===== src/rtl/uart_pkg.sv =====
// uart_pkg: shared UART framing constants and transmitter FSM encoding
package uart_pkg;
  localparam int UART_DATA_BITS = 8;
  localparam int CLKS_PER_BIT_DEFAULT = 217;
  localparam logic START_BIT = 1'b0;
  localparam logic STOP_BIT = 1'b1;
  typedef enum logic [2:0] {IDLE, START, DATA, STOP, CLEANUP} tx_state_e;
endpackage


===== src/rtl/transmitter_if.sv =====
// transmitter_if: byte-write handshake and serial line status of the UART transmitter
interface transmitter_if;
  import uart_pkg::*;
  logic                      Tx_DV_in;
  logic [UART_DATA_BITS-1:0] Tx_Byte_in;
  logic                      Tx_Ready_out;
  logic                      Tx_Serial_out;
  logic                      Tx_Active_out;
  logic                      Tx_Done_out;
  modport master(output Tx_DV_in, Tx_Byte_in, input Tx_Ready_out, Tx_Serial_out, Tx_Active_out, Tx_Done_out);
  modport slave(input Tx_DV_in, Tx_Byte_in, output Tx_Ready_out, Tx_Serial_out, Tx_Active_out, Tx_Done_out);
endinterface


===== src/rtl/tx_fifo.sv =====
// tx_fifo: first-word-fall-through byte FIFO with registered occupancy count
module tx_fifo #(
  parameter int DEPTH = 4,
  parameter int WIDTH = 8
) (
  input  logic             CLK,
  input  logic             RST,
  input  logic             wr_en,
  input  logic [WIDTH-1:0] wr_data,
  input  logic             rd_en,
  output logic [WIDTH-1:0] rd_data,
  output logic             full,
  output logic             empty
);
  localparam int AW = $clog2(DEPTH);
  logic [WIDTH-1:0] mem_q [DEPTH];
  logic [AW-1:0] wr_ptr_q, rd_ptr_q;
  logic [AW:0] count_q;
  logic do_wr, do_rd;
  assign full = count_q == (AW+1)'(DEPTH);
  assign empty = count_q == '0;
  // full gates the write even when a pop frees a slot this cycle
  assign do_wr = wr_en && !full;
  assign do_rd = rd_en && !empty;
  assign rd_data = mem_q[rd_ptr_q];
  always_ff @(posedge CLK or posedge RST) begin
    if (RST) begin
      wr_ptr_q <= '0;
      rd_ptr_q <= '0;
      count_q <= '0;
    end else begin
      if (do_wr) wr_ptr_q <= wr_ptr_q + 1'b1;
      if (do_rd) rd_ptr_q <= rd_ptr_q + 1'b1;
      count_q <= count_q + (AW+1)'(do_wr) - (AW+1)'(do_rd);
    end
  end
  always_ff @(posedge CLK) begin
    if (do_wr) mem_q[wr_ptr_q] <= wr_data;
  end
endmodule


===== src/rtl/transmitter.sv =====
// transmitter: FIFO-buffered UART transmitter, 8N1, LSB first
module transmitter
  import uart_pkg::*;
#(
  parameter int CLKS_PER_BIT = CLKS_PER_BIT_DEFAULT,
  parameter int FIFO_DEPTH = 4
) (
  input logic CLK,
  input logic RST,
  transmitter_if.slave tx
);
  localparam int CW = $clog2(CLKS_PER_BIT);
  localparam int BW = $clog2(UART_DATA_BITS);
  localparam logic [CW-1:0] CNT_MAX = CW'(CLKS_PER_BIT - 1);
  localparam logic [BW-1:0] BIT_MAX = BW'(UART_DATA_BITS - 1);
  tx_state_e state_q;
  logic [CW-1:0] clk_cnt_q;
  logic [BW-1:0] bit_idx_q;
  logic [UART_DATA_BITS-1:0] shift_q, fifo_data;
  logic serial_q, active_q, done_q;
  logic fifo_full, fifo_empty, pop, cnt_end;
  assign pop = state_q == IDLE && !fifo_empty;
  assign cnt_end = clk_cnt_q == CNT_MAX;
  assign tx.Tx_Ready_out = !fifo_full;
  assign tx.Tx_Serial_out = serial_q;
  assign tx.Tx_Active_out = active_q;
  assign tx.Tx_Done_out = done_q;
  tx_fifo #(.DEPTH(FIFO_DEPTH), .WIDTH(UART_DATA_BITS)) u_fifo (
    .CLK(CLK), .RST(RST),
    .wr_en(tx.Tx_DV_in), .wr_data(tx.Tx_Byte_in),
    .rd_en(pop), .rd_data(fifo_data),
    .full(fifo_full), .empty(fifo_empty)
  );
  always_ff @(posedge CLK or posedge RST) begin
    if (RST) begin
      state_q <= IDLE;
      clk_cnt_q <= '0;
      bit_idx_q <= '0;
      shift_q <= '0;
      serial_q <= STOP_BIT;
      active_q <= 1'b0;
      done_q <= 1'b0;
    end else begin
      case (state_q)
        IDLE: begin
          done_q <= 1'b0;
          serial_q <= pop ? START_BIT : STOP_BIT;
          clk_cnt_q <= '0;
          if (pop) begin
            shift_q <= fifo_data;
            bit_idx_q <= '0;
            active_q <= 1'b1;
            state_q <= START;
          end
        end
        START: begin
          clk_cnt_q <= cnt_end ? '0 : clk_cnt_q + 1'b1;
          if (cnt_end) begin
            serial_q <= shift_q[0];
            bit_idx_q <= '0;
            state_q <= DATA;
          end
        end
        DATA: begin
          clk_cnt_q <= cnt_end ? '0 : clk_cnt_q + 1'b1;
          if (cnt_end) begin
            bit_idx_q <= bit_idx_q == BIT_MAX ? bit_idx_q : bit_idx_q + 1'b1;
            serial_q <= bit_idx_q == BIT_MAX ? STOP_BIT : shift_q[bit_idx_q + 1'b1];
            state_q <= bit_idx_q == BIT_MAX ? STOP : DATA;
          end
        end
        STOP: begin
          clk_cnt_q <= cnt_end ? '0 : clk_cnt_q + 1'b1;
          if (cnt_end) begin
            done_q <= 1'b1;
            active_q <= 1'b0;
            state_q <= CLEANUP;
          end
        end
        CLEANUP: begin
          done_q <= 1'b0;
          serial_q <= STOP_BIT;
          state_q <= IDLE;
        end
        default: state_q <= IDLE;
      endcase
    end
  end
endmodule


===== src/flat_wrapper.sv =====
// flat-port wrapper written by rule: the top's interface ports become plain ports
module transmitter_flat import uart_pkg::*;
#(
  parameter int CLKS_PER_BIT = CLKS_PER_BIT_DEFAULT,
  parameter int FIFO_DEPTH = 4
)
  (CLK, RST, tx_Tx_DV_in, tx_Tx_Byte_in, tx_Tx_Ready_out, tx_Tx_Serial_out, tx_Tx_Active_out, tx_Tx_Done_out);
  transmitter_if tx_i ();
  input logic CLK;
  input logic RST;
  input wire logic [$bits(tx_i.Tx_DV_in)-1:0] tx_Tx_DV_in;
  input wire logic [$bits(tx_i.Tx_Byte_in)-1:0] tx_Tx_Byte_in;
  output wire logic [$bits(tx_i.Tx_Ready_out)-1:0] tx_Tx_Ready_out;
  output wire logic [$bits(tx_i.Tx_Serial_out)-1:0] tx_Tx_Serial_out;
  output wire logic [$bits(tx_i.Tx_Active_out)-1:0] tx_Tx_Active_out;
  output wire logic [$bits(tx_i.Tx_Done_out)-1:0] tx_Tx_Done_out;
  assign tx_i.Tx_DV_in = tx_Tx_DV_in;
  assign tx_i.Tx_Byte_in = tx_Tx_Byte_in;
  assign tx_Tx_Ready_out = tx_i.Tx_Ready_out;
  assign tx_Tx_Serial_out = tx_i.Tx_Serial_out;
  assign tx_Tx_Active_out = tx_i.Tx_Active_out;
  assign tx_Tx_Done_out = tx_i.Tx_Done_out;
  transmitter #(.CLKS_PER_BIT(CLKS_PER_BIT), .FIFO_DEPTH(FIFO_DEPTH)) u_core (.CLK(CLK), .RST(RST), .tx(tx_i));
endmodule

===== config.mk =====
export PLATFORM = sky130hd
export DESIGN_NAME = transmitter_flat
export DESIGN_NICKNAME = d
export VERILOG_FILES = /design/src/rtl/uart_pkg.sv /design/src/rtl/transmitter_if.sv /design/src/rtl/tx_fifo.sv /design/src/rtl/transmitter.sv /design/src/flat_wrapper.sv
export SDC_FILE = /design/constraint.sdc
export NUM_CORES = 1
export LEC_CHECK = 0
export ABC_AREA = 1
export ABC_CLOCK_PERIOD_IN_PS = 4180
export CORE_MARGIN = 8
export CORE_UTILIZATION = 30
export DETAILED_ROUTE_END_ITERATION = 10
export GPL_ROUTABILITY_DRIVEN = 0
export PLACE_DENSITY = 0.56
export SLEW_MARGIN = 20
export SYNTH_ARGS = -nofsm -noshare
export SYNTH_HDL_FRONTEND = slang
export SYNTH_SLANG_ARGS = --single-unit

===== constraint.sdc =====
create_clock -name CLK -period 4.18 [get_ports CLK]
set_input_delay 0.418 -clock CLK [delete_from_list [all_inputs] [get_ports CLK]]
set_output_delay 0.418 -clock CLK [all_outputs]
set_load 0.03 [all_outputs]

==> flow_summary.yaml <==
timing:
  drv_slew: 0
  finalCritPeriodShare: 0.4998
  min_period_ps: 2089
  rsz0062_at_grt: "no"
  slew_headroom: 0.5041
  hold_slack_ps: 236.5
  worst_pin_slew_ps: 741.2
  fin_setup_tns_ps: 0
  finalSetupViolCount: 0
  finClkSkew_ps: 13.09
  timing.fmax_mhz: 478.7
  finalHoldViolations: 0
die:
  io_pins: 15
  start_util: 0.3067
  die_area_sq_mm: 0.01334
  die_h_um: 115.5
  placementRows: 36
  coreArea_sq_mm: 0.009684
  die_x_um: 115.5
final_layout:
  fin_util: 0.3607
  nets: 328
  diodes: 0
  drive_gt1_frac: 0.1286
  area_growth_pct: 17.61
  fill_cells: 973
clocking:
  ctsHtreeMaxLevel: 3
  cts_tree: "done"
  clock_path_buffers: 2
  clock_latency_ps: 340
  cts_resized: 0
  cts-root-buf: "clkbuf_8"
  clk_pin_slew_ps: 80
  cts.sinks: 64
  cts_hold_buf: 0
  cts_buffers: 9
  cts_setup_buffers: 0
logic_synthesis:
  synthesis.area_sq_mm: 0.002970
  ys_top_cells_by_area: "edfxtp_1, dfrtp_1, nand2_1"
  synth_seq_cells: 64
  synth_top_area_cell: "edfxtp_1"
  synth_flop_cell: "edfxtp_1"
  synth.avg_cell_area_sq_um: 10.42
  ys_types: 34
  synth_cells: 285
  yosys.area.top_type_share: 0.3235
  synth-edff-count: 32
  yosysSeqAreaShare: 0.5935
  syn_nets: 307
  yosys_warnings: 0
  async_reset_ff_frac: 0.5000
grt:
  first_global_vias: 1984
  grtUsageTotal: 0.08425
  antenna_found_initial: 0
  grt_first_pass_wirelength_um: 8873
  overflow: 0
  grt_max_degree: 31
worst_setup_path:
  crit_path_start_kind: "flip-flop"
  crit_arrival_ps: 2310
  rrSetupSlack_ps: 2090
  r2r_cells: 8
  worstPathRequired_ps: 4400
  timing.rr.end: "u_core.u_fifo.count_q[2]"
  worst-setup-path-type: "flip-flop to flip-flop"
  cp-end-kind: "flip-flop"
  cp_max_fo: 19
  r2r-start: "u_core.state_q[2]"
drt:
  wl_per_cell_um: 11.39
  route.detailed.drc: 0
  drtIter0Drc: 68
  vias: 1910
  ant_nets: 0
  wirelength_um: 5058
  vias_per_cell: 4.302
  firstDrtPassIters: 4
outcome:
  status: "completed"
flow_run:
  drv_cap: 0
power:
  leakagePower_nw: 1.558
  power_density_mw_per_mm2: 471.9
  ir_worst_vdd_uv: 235.5
  power_mw: 1.648
hold_path:
  worstHoldPathType: "input port to asynchronous set/reset pin"
place:
  io_buffer_count: 14
  hpwl_um: 3577
layout by cell type, fill, tap and decap left out, types with 5 or more instances in the layout:
master and count:
edfxtp_1 32, o22ai_1 8, nor2_1 22, inv_2 5
nand2_1 49, o21ai_0 16, dfrtp_1 31, mux2i_1 8
clkbuf_8 9, o21ai_1 10, inv_1 38, ha_1 10
a21oi_1 5, clkdlybuf4s50_1 14, nand3_1 12
critical path: stages (launching register included):
cell and delay, ps:
dfrtp_1 610, nor2_4 100, nand2_4 100, inv_4 90, ha_1 280, inv_1 40
ha_1 200, fa_1 400, xor2_1 160
cell usage after synthesis, types with 2 or more instances:
master     n
a21oi_1    5
buf_2      2
buf_6      2
dfrtp_1   31
edfxtp_1  32
ha_1      10
inv_1     38
inv_2      5
inv_4      2
mux2i_1    8
nand2_1   49
nand2_2    4
nand2_4    3
nand3_1   12
nand3b_1   2
nand4_1    2
nor2_1    22
nor2_2     3
nor2_4     2
nor3_1     2
o21ai_0   16
o21ai_1   10
o22ai_1    8
xnor2_1    2
xor2_1     4
how the worst max path moves through the flow:
stage,startpoint,slack [ps],cells after the start,endpoint
after floorplan,u_core.u_fifo.count_q[1],2040,8,u_core.u_fifo.count_q[2]
after global placement,tx_Tx_DV_in,1850,7,u_core.u_fifo.count_q[2]
after detailed placement,tx_Tx_DV_in,1850,7,u_core.u_fifo.count_q[2]
after CTS,u_core.state_q[2],2080,8,u_core.u_fifo.count_q[2]
after global routing,u_core.state_q[2],1950,8,u_core.u_fifo.count_q[2]
final,u_core.state_q[2],2090,8,u_core.u_fifo.count_q[2]
kinds of logic (layout without fill, tap and decap cells):
logic type                 count (synthesis)  in the layout  share of synthesized area
muxes                                      8              8                    0.02696
xor gates and xnor gates                   6              6                    0.01769
buffers and inverters                     51             77                    0.07329
DFF                                       64             64                     0.5935
AOI/OAI and AO/OA                         42             42                    0.07667
and+or+nand+nor                          103            103                     0.1630
adders and majority gates                 11             11                    0.04886
layout make-up:
cell class	instances	area, sq um	area share
flip-flops and latches	64	1763	0.5047
multi-input cells	170	989.7	0.2833
inverters	46	177.7	0.05086
well taps	133	166.4	0.04764
repair buffers	15	147.6	0.04226
clock inverters	7	125.1	0.03582
clock buffers	9	123.9	0.03546
layer usage:
metal	part of all wire	up-vias	track usage
met5	0	-	0
met2	0.47	19	0.1364
met4	0.013	0	0.02890
li1	-	976	-
met1	0.49	908	0.1013
met3	0.029	7	0.03022
registers in the layout (all words and copies together), names as in the netlist:
| signal | count |
|---|---|
| u_core.bit_idx_q | 3 |
| u_core.clk_cnt_q | 8 |
| u_core.shift_q | 8 |
| u_core.state_q | 3 |
| u_core.tx.Tx_Active_out | 1 |
| u_core.tx.Tx_Done_out | 1 |
| u_core.tx.Tx_Serial_out | 1 |
| u_core.u_fifo.count_q | 3 |
| u_core.u_fifo.mem_q | 32 |
| u_core.u_fifo.rd_ptr_q | 2 |
| u_core.u_fifo.wr_ptr_q | 2 |
power breakdown:
group	internal (mW)	total, mW	switching, mW
Combinational	0.0720	0.197	0.125
Clock	0.403	0.665	0.261
Sequential	0.758	0.786	0.0287
Total	1.23	1.65	0.415
stage by stage:
| step | instances | area (sq um) | setup WS [ps] |
|---|---|---|---|
| floorplan | 285 | 2970 | 2043 |
| global placement | 428 | 3244 | 1846 |
| detailed placement | 428 | 3244 | 1847 |
| CTS | 444 | 3493 | 2078 |
| global route | 444 | 3493 | 1951 |
| finish | 444 | 3493 | 2091 |
Note: power is estimated with default switching activity, not from simulation.
==> RTL edit, RTL diff (same flow settings) <==
Reset style: synchronous (`RST`), changed in 2 clocked blocks.
--- a/src/rtl/tx_fifo.sv
+++ b/src/rtl/tx_fifo.sv
@@ -23,7 +23,7 @@
   assign do_wr = wr_en && !full;
   assign do_rd = rd_en && !empty;
   assign rd_data = mem_q[rd_ptr_q];
-  always_ff @(posedge CLK or posedge RST) begin
+  always_ff @(posedge CLK) begin
     if (RST) begin
       wr_ptr_q <= '0;
       rd_ptr_q <= '0;
--- a/src/rtl/transmitter.sv
+++ b/src/rtl/transmitter.sv
@@ -31,7 +31,7 @@
     .rd_en(pop), .rd_data(fifo_data),
     .full(fifo_full), .empty(fifo_empty)
   );
-  always_ff @(posedge CLK or posedge RST) begin
+  always_ff @(posedge CLK) begin
     if (RST) begin
       state_q <= IDLE;
       clk_cnt_q <= '0;
Formal check against the unedited RTL: differs if RST is asserted again (counterexample within 4 cycles, from zero or initial values and one cycle with RST high); with RST held inactive, the same outputs for 10 cycles.
==> RTL edit against the unedited design <==
  * Design area is 3.3% lower
  * Sequential cell count stayed put
  * Cell count is 9.5% higher
  * Routed wire length up 10%
  * Count of clock-buffer cells in the layout is 1 higher
  * Global-route usage grew 0.84 points
  * Highest routed layer unchanged
  * Via count increased by 9.1%
  * Area after synthesis down 0.88%
  * Worst setup slack lost 0.040 ns
  * Core utilization fell by 1.0 points
Power is not compared: it rests on default switching activity, and its combinational part moved more than twofold at a synthesized area within 25%.
==> RTL edit: results (changes against the unedited design) <==
- Fillers: 1,015 (was 973)
- Largest cells by area after synthesis: edfxtp_1 33%, dfxtp_1 22%, nor2_1 7.1% (was edfxtp_1 32%, dfrtp_1 26%, nand2_1 6.2%)
- Reg2reg setup slack: 2.05 ns (was 2.09 ns)
- Num sequential: 64 (unchanged)
- Register fraction of the total cell area: 47.4% (was 50.5%)
- Worst hold slack: 0.491 ns (was 0.236 ns)
- Synth-to-Final Area Change: 14.7% (was 17.6%)
- FF-to-FF End: u_core.u_fifo.count_q[1] (was u_core.u_fifo.count_q[2])
- Slowest-stage cell, CP: fa_1 (was dfrtp_1)
- Drt total wl: 5.57 mm (was 5.06 mm)
- Mapped Cells: 332 (was 285)
- Dpl hpwl: 3.91 mm (was 3.58 mm)
- Largest net degree at the start of global routing: 22 (was 31)
- CP startpoint: u_core.u_fifo.count_q[1] (was u_core.state_q[2])
- Clock buf/inv share: 5.56% (was 7.13%)
- DRT met1 WL: 2.79 mm (was 2.47 mm)
- #MultiIn Comb: 212 (was 170)
- NonClk Buf Share: 4.15% (was 4.23%)
- Inverters: 47 (was 46)
- DRT iter0 DRCs: 88 (was 68)
- Met3 WL: 172 um (was 145 um)
- Synth async-reset ratio: 0% (was 50.0%)
- Layout cell share with drive strength beyond 1: 7.93% (was 12.9%)
- Unique cell type count in the Yosys netlist: 33 (was 34)
- Run status: finished clean (unchanged)
- Achievable Freq: 0.470 GHz (was 0.479 GHz)
- Slew at the pin closest to its max-slew limit: 0.855 ns (was 0.741 ns)
- Synth top cells by count: 56 x nor2_1, 52 x nand2_1, 43 x inv_1, 32 x dfxtp_1, 32 x edfxtp_1 (was 49 x nand2_1, 38 x inv_1, 32 x edfxtp_1, 31 x dfrtp_1, 22 x nor2_1)
- Area of the multi-input gates: 1100 sq um (was 990 sq um)
- Clock buffers: 10 (was 9)
[RTL edit: logic make-up after synthesis]
logic type                 share of synthesized area [%]
and+or+nand+nor                                     21.6
DFF                                                 54.4
AOI/OAI and AO/OA                                   10.3
buffers and inverters                               8.16
adders and majority gates                           4.93
xor gates and xnor gates                           0.595
[RTL edit: routing by layer]
| metal | global-route usage [%] | up-vias |
|---|---|---|
| met5 | 0 | - |
| met4 | 3.94 | 0 |
| met3 | 2.68 | 6 |
| met2 | 14.7 | 29 |
| met1 | 11.5 | 933 |
| li1 | - | 1115 |
[RTL edit: worst max path at each step]
stage                                           to  cells past startpoint
after CTS                 u_core.u_fifo.count_q[1]                     10
after floorplan           u_core.u_fifo.count_q[2]                      9
after global routing      u_core.u_fifo.count_q[2]                     10
after detailed placement  u_core.u_fifo.count_q[2]                      8
final                     u_core.u_fifo.count_q[1]                     10
after global placement    u_core.u_fifo.count_q[2]                      8
